## src/rtl/pipe_pkg.sv

```systemverilog
// Shared types for the pipeline hazard controller: scoreboard entry, forwarding
// encodings and stage indices.
package pipe_pkg;

  // Scoreboard rd is stored at a fixed width so the struct is parameter-free;
  // NREG up to 256 is supported.
  localparam int TRK_AW = 8;

  typedef struct packed {
    logic              v;
    logic [TRK_AW-1:0] rd;
    logic              wr;
    logic              ld;
  } stage_trk_t;

  localparam logic [1:0] FWD_RF  = 2'd0;
  localparam logic [1:0] FWD_EX  = 2'd1;
  localparam logic [1:0] FWD_MEM = 2'd2;
  localparam logic [1:0] FWD_WB  = 2'd3;

  localparam int STG_EX  = 0;
  localparam int STG_MEM = 1;
  localparam int STG_WB  = 2;
  localparam int NSTG    = 3;

  function automatic logic trk_hit(stage_trk_t t, logic [TRK_AW-1:0] rs);
    return t.v & t.wr & (t.rd == rs);
  endfunction

endpackage

```

## src/rtl/hazard_port_cmp.sv

```systemverilog
// One source-port comparator: picks the youngest in-flight producer of rs and
// flags a load-use hazard when that producer is a load still in EX.
module hazard_port_cmp
  import pipe_pkg::*;
#(
  parameter int AW        = 5,
  parameter int WB_BYPASS = 0
) (
  input  logic          active,
  input  logic [AW-1:0] rs,
  input  stage_trk_t    ex,
  input  stage_trk_t    mem,
  input  stage_trk_t    wb,
  output logic [1:0]    fwd,
  output logic          luse
);

  logic [TRK_AW-1:0] rs_x;
  logic              unused_ld;

  assign rs_x      = TRK_AW'(rs);
  // Only the EX producer's load flag matters; MEM data covers loads already.
  assign unused_ld = mem.ld ^ wb.ld;

  always_comb begin
    fwd  = FWD_RF;
    luse = 1'b0;
    if (active) begin
      if (trk_hit(ex, rs_x)) begin
        if (ex.ld) luse = 1'b1;
        else       fwd  = FWD_EX;
      end else if (trk_hit(mem, rs_x)) begin
        fwd = FWD_MEM;
      end else if (trk_hit(wb, rs_x) && (WB_BYPASS == 0)) begin
        fwd = FWD_WB;
      end
    end
  end

endmodule

```

## src/rtl/pipe_hazard_ctrl.sv

```systemverilog
// Hazard, forwarding and flush controller for the 5-stage pipe.
// Optional HAZARD_PERF_EN adds saturating stall/flush event counters.
module pipe_hazard_ctrl
  import pipe_pkg::*;
#(
  parameter int NREG      = 32,
  parameter int NRD       = 2,
  parameter int WB_BYPASS = 0,
  localparam int AW       = $clog2(NREG)
) (
  input  logic              clk,
  input  logic              reset,
  input  logic              id_valid,
  input  logic [NRD*AW-1:0] id_rs,
  input  logic [NRD-1:0]    id_rs_used,
  input  logic [AW-1:0]     id_rd,
  input  logic              id_reg_write,
  input  logic              id_mem_read,
  input  logic              id_branch_taken,
  input  logic              mem_busy,
  output logic              stall_pc,
  output logic              stall_ifid,
  output logic              bubble_idex,
  output logic              flush_ifid,
  output logic              freeze,
  output logic [NRD*2-1:0]  fwd_sel
`ifdef HAZARD_PERF_EN
  ,
  output logic [31:0]       stall_cnt,
  output logic [31:0]       flush_cnt
`endif
);

  stage_trk_t     sb [NSTG];
  stage_trk_t     id_trk;
  logic [NRD-1:0] luse_vec;
  logic           luse;
  logic           issue;

  for (genvar g = 0; g < NRD; g++) begin : g_port
    hazard_port_cmp #(.AW(AW), .WB_BYPASS(WB_BYPASS)) u_cmp (
      .active (id_valid & id_rs_used[g] & (id_rs[g*AW +: AW] != '0)),
      .rs     (id_rs[g*AW +: AW]),
      .ex     (sb[STG_EX]),
      .mem    (sb[STG_MEM]),
      .wb     (sb[STG_WB]),
      .fwd    (fwd_sel[g*2 +: 2]),
      .luse   (luse_vec[g])
    );
  end

  assign luse        = |luse_vec;
  assign freeze      = mem_busy;
  assign issue       = id_valid & ~luse;
  assign stall_pc    = luse | freeze;
  assign stall_ifid  = luse | freeze;
  assign bubble_idex = luse & ~freeze;
  // A pending load-use wins over a taken branch; the branch re-resolves next cycle.
  assign flush_ifid  = id_valid & id_branch_taken & ~luse & ~freeze;

  always_comb begin
    id_trk    = '0;
    id_trk.v  = 1'b1;
    id_trk.rd = TRK_AW'(id_rd);
    id_trk.wr = id_reg_write & (id_rd != '0);
    id_trk.ld = id_mem_read;
  end

  always_ff @(posedge clk or negedge reset) begin
    if (!reset) begin
      for (int s = 0; s < NSTG; s++) sb[s] <= '0;
    end else if (!freeze) begin
      sb[STG_WB]  <= sb[STG_MEM];
      sb[STG_MEM] <= sb[STG_EX];
      sb[STG_EX]  <= issue ? id_trk : '0;
    end
  end

`ifdef HAZARD_PERF_EN
  always_ff @(posedge clk or negedge reset) begin
    if (!reset) begin
      stall_cnt <= '0;
      flush_cnt <= '0;
    end else begin
      if (bubble_idex && (stall_cnt != '1)) stall_cnt <= stall_cnt + 32'd1;
      if (flush_ifid  && (flush_cnt != '1)) flush_cnt <= flush_cnt + 32'd1;
    end
  end
`endif

endmodule

```

## config.mk

```make
export PLATFORM = sky130hd
export DESIGN_NAME = pipe_hazard_ctrl
export DESIGN_NICKNAME = d
export VERILOG_FILES = /design/src/rtl/pipe_pkg.sv /design/src/rtl/hazard_port_cmp.sv /design/src/rtl/pipe_hazard_ctrl.sv
export SDC_FILE = /design/constraint.sdc
export NUM_CORES = 1
export LEC_CHECK = 0
export CAP_MARGIN = 5
export CORE_ASPECT_RATIO = 1.75
export CORE_MARGIN = 2
export CORE_UTILIZATION = 31
export CTS_CLUSTER_SIZE = 24
export DETAILED_ROUTE_END_ITERATION = 10
export HOLD_SLACK_MARGIN = 0.03
export SYNTH_ARGS = -nofsm -noshare
export SYNTH_HDL_FRONTEND = slang
export SYNTH_SLANG_ARGS = --single-unit
```

## constraint.sdc

```tcl
create_clock -name clk -period 3.2 [get_ports clk]
set_clock_uncertainty 0.2 [all_clocks]
set_input_delay 0.64 -clock clk [delete_from_list [all_inputs] [get_ports clk]]
set_output_delay 0.64 -clock clk [all_outputs]
set_load 0.005 [all_outputs]
```

==> qor.yml <==
cts:
  cts_buffer_depth: 2
  clock_latency_ns: 0.25
  cts_tree: "yes"
  cts_hold_buffers: 0
  cts_buffers: 3
  h-tree-depth: 1
  clk_pin_slew_ns: 0.07
  cts_root_buf: "clkbuf_8"
  cts_sinks: 22
finish:
  regMostFlops: "sb"
  design_area_sq_mm: 0.00201
  antenna_cells: 0
  area_growth_pct: 43.6
  reg_top3: "sb x22"
  drive_gt1_share_pct: 37.1
  largest_reg_flops: 22
  finalNetCount: 212
synthesis:
  synth-edff-count: 0
  yosys-top-cells-area: "dfrtp_1 (39%), mux2_2 (11%), xor2_1 (11%), xnor2_1 (7.5%), nand2_1 (5.1%)"
  yosysSeqAreaShare_pct: 39.3
  synthesis.area_sq_mm: 0.00140
  synth_fp_nets: 157
  synth_cells: 133
  synth-main-ff-cell: "dfrtp_1"
  yosysTopAreaCell: "dfrtp_1"
  synthArstFlopShare_pct: 100
  avgSynthCellArea_sq_um: 10.5
  synth_seq_cells: 22
  synth_cell_types: 28
  yosysWarnings: 0
  synth_top_area_share_pct: 39.3
job:
  cap_violations: 0
detailed_routing:
  drtIter0Drc: 16
  via_count: 1174
  drt_wl_total_mm: 3.52
  ant_nets: 0
  drc: 0
  drtPass1Iterations: 3
  drt-vias-per-instance: 4.95
  wl_per_cell_um: 14.9
timing:
  hold_ws_ns: 0.316
  fmax_mhz: 318
  hold_violations: 0
  timing.slew.headroom_pct: 67.9
  drv_slew: 0
  period_needed_ns: 3.14
  finalSetupViolations: 0
  worstMarginPinSlew_ns: 0.476
  period_share_pct: 98.2
grt:
  top_usage_layer: "met2"
  use_met3_pct: 1.92
  antenna_found_initial: 0
  grt_pass1_vias: 1243
  grt_use_met1_pct: 16.5
  use_met2_pct: 26.1
  grt_usage_pct: 15.2
  grt-ovfl-total: 0
  grt_pass1_wl_mm: 5.64
  grt_max_degree: 23
place:
  gp_congestion: 0.928
  place_area_sq_mm: 0.00190
  dp_hpwl_mm: 2.75
  port_buffers: 32
critical_path:
  cp-start-kind: "primary input"
  critPathRequiredTime_ns: 2.36
  cpPeakStageDelay_ns: 0.54
  worstPathArrival_ns: 2.30
  cpMaxStageDelayCell: "or4_4"
  crit_fanout: 5
  critPathKind: "primary input to primary output"
  cp_cell_sequence: "dlygate4sd2_1 > or4_4 > o211ai_2 > nor2_1 > a32o_2 > or2_4 > buf_2"
  reg2reg_slack_ns: 1.35
  critical_path.endpoint_type: "primary output"
floorplan:
  core_sq_mm: 0.00436
  fp.dieH_um: 93.0
  num_rows: 32
  die_width_um: 54.8
  ios: 33
  start_util_pct: 32.1
  die-area_sq_mm: 0.00510
pwr:
  p_per_area_mw_per_mm2: 346
  p_total_uw: 697
  leakagePower_nw: 0.882
  irDropWorstVdd_mv: 0.193
worst_hold_path:
  worst_hold_path_type: "flop to flop"
run_status:
  status: "completed"
-- final cells by class --
cell class / count / area, sq um
multi-input combinational: 103 / 875
timing repair buffer: 57 / 480
sequential: 22 / 551
fill: 452 / 2350
inverter: 1 / 3.75
clock buffer: 3 / 41.3
tap: 51 / 63.8
-- report_power, final --
part / total, mW / switching [mW] / leakage [nW] / internal, mW
clock network: 0.163 / 0.0789 / 0.0216 / 0.0837
logic: 0.188 / 0.0837 / 0.576 / 0.104
registers: 0.347 / 0.0376 / 0.284 / 0.309
-- metal layers --
layer,up-vias,part of all wire (%)
met3,12,4.7
met4,0,4.5
met2,35,54
met1,551,37
met5,-,0
li1,576,-
-- repair_timing --
| action | in CTS | in global routing |
|---|---|---|
| pin swaps | 10 | 10 |
| buffers inserted | 4 | 1 |
| cloned | 0 | 0 |
| setup endpoints to repair | 8 | 7 |
| hold endpoints to repair | 0 | 0 |
| resized for setup | 41 | 12 |
-- cells in the mapped netlist, types with 2 or more instances --
library cell / count
nor2_1: 2
clkbuf_1: 2
a211oi_1: 2
buf_4: 2
dfrtp_1: 22
xor2_1: 18
nand2_1: 19
or4_1: 2
xnor2_1: 12
nand4_1: 6
buf_1: 2
or3b_2: 2
mux2_2: 14
nor4_1: 4
nor3_1: 4
o31ai_2: 5
o31ai_4: 2
o21ai_0: 2
a21oi_1: 2
-- logic make-up after synthesis --
kind of cell | after synthesis | share of synthesized area (%)
muxes | 14 | 11.2
buffers and inverters | 8 | 3.21
and+or+nand+nor | 44 | 16.0
AOI/OAI and AO/OA | 15 | 11.6
DFF | 22 | 39.3
xor gates and xnor gates | 30 | 18.7
-- cell usage in the layout (no fill, tap or decap), types with 2 or more instances in the layout --
cell | synthesis | layout
nand2_1 | 19 | 19
nor4_2 | 0 | 3
buf_4 | 2 | 23
xor2_1 | 18 | 17
nor2_1 | 2 | 2
dlygate4sd2_1 | 0 | 9
mux2_2 | 14 | 14
clkbuf_8 | 0 | 3
xnor2_1 | 12 | 12
o31ai_2 | 5 | 5
buf_6 | 1 | 2
o21ai_0 | 2 | 2
dfrtp_1 | 22 | 22
nand4_1 | 6 | 6
clkdlybuf4s15_1 | 0 | 3
nor3_1 | 4 | 3
o31ai_4 | 2 | 2
clkdlybuf4s50_1 | 0 | 14
or3b_4 | 0 | 2
buf_2 | 0 | 4
-- final timing paths --
check / from / end / depth (start not counted)
setup reg to reg: sb[27] / sb[23] / 7
max in group asynchronous: reset / sb[15] / 2
hold / removal: sb[32] / sb[32] / 2
min in group asynchronous: reset / sb[16] / 2
setup / recovery: id_rs[2] / stall_pc / 7
hold reg to reg: sb[32] / sb[32] / 2
-- metrics by stage --
stage	instances	setup WS [ns]	util [%]	setup TNS (ns)
after floorplan	133	0.314	-	0
after global placement	229	-0.597	43.4	-4.12
after detailed placement	229	-0.614	43.4	-4.16
after CTS	236	0.00352	45.7	0
after global routing	237	-0.0249	46.2	-0.0688
final	237	0.0587	46.2	0
-- worst max-delay path, delay by kind of cell --
kind / cells / cell delay (ns)
buf+inv: 2 / 0.37
simple gates: 3 / 0.84
compound gates: 2 / 0.45
No activity file was read; power rests on OpenSTA's default activity.
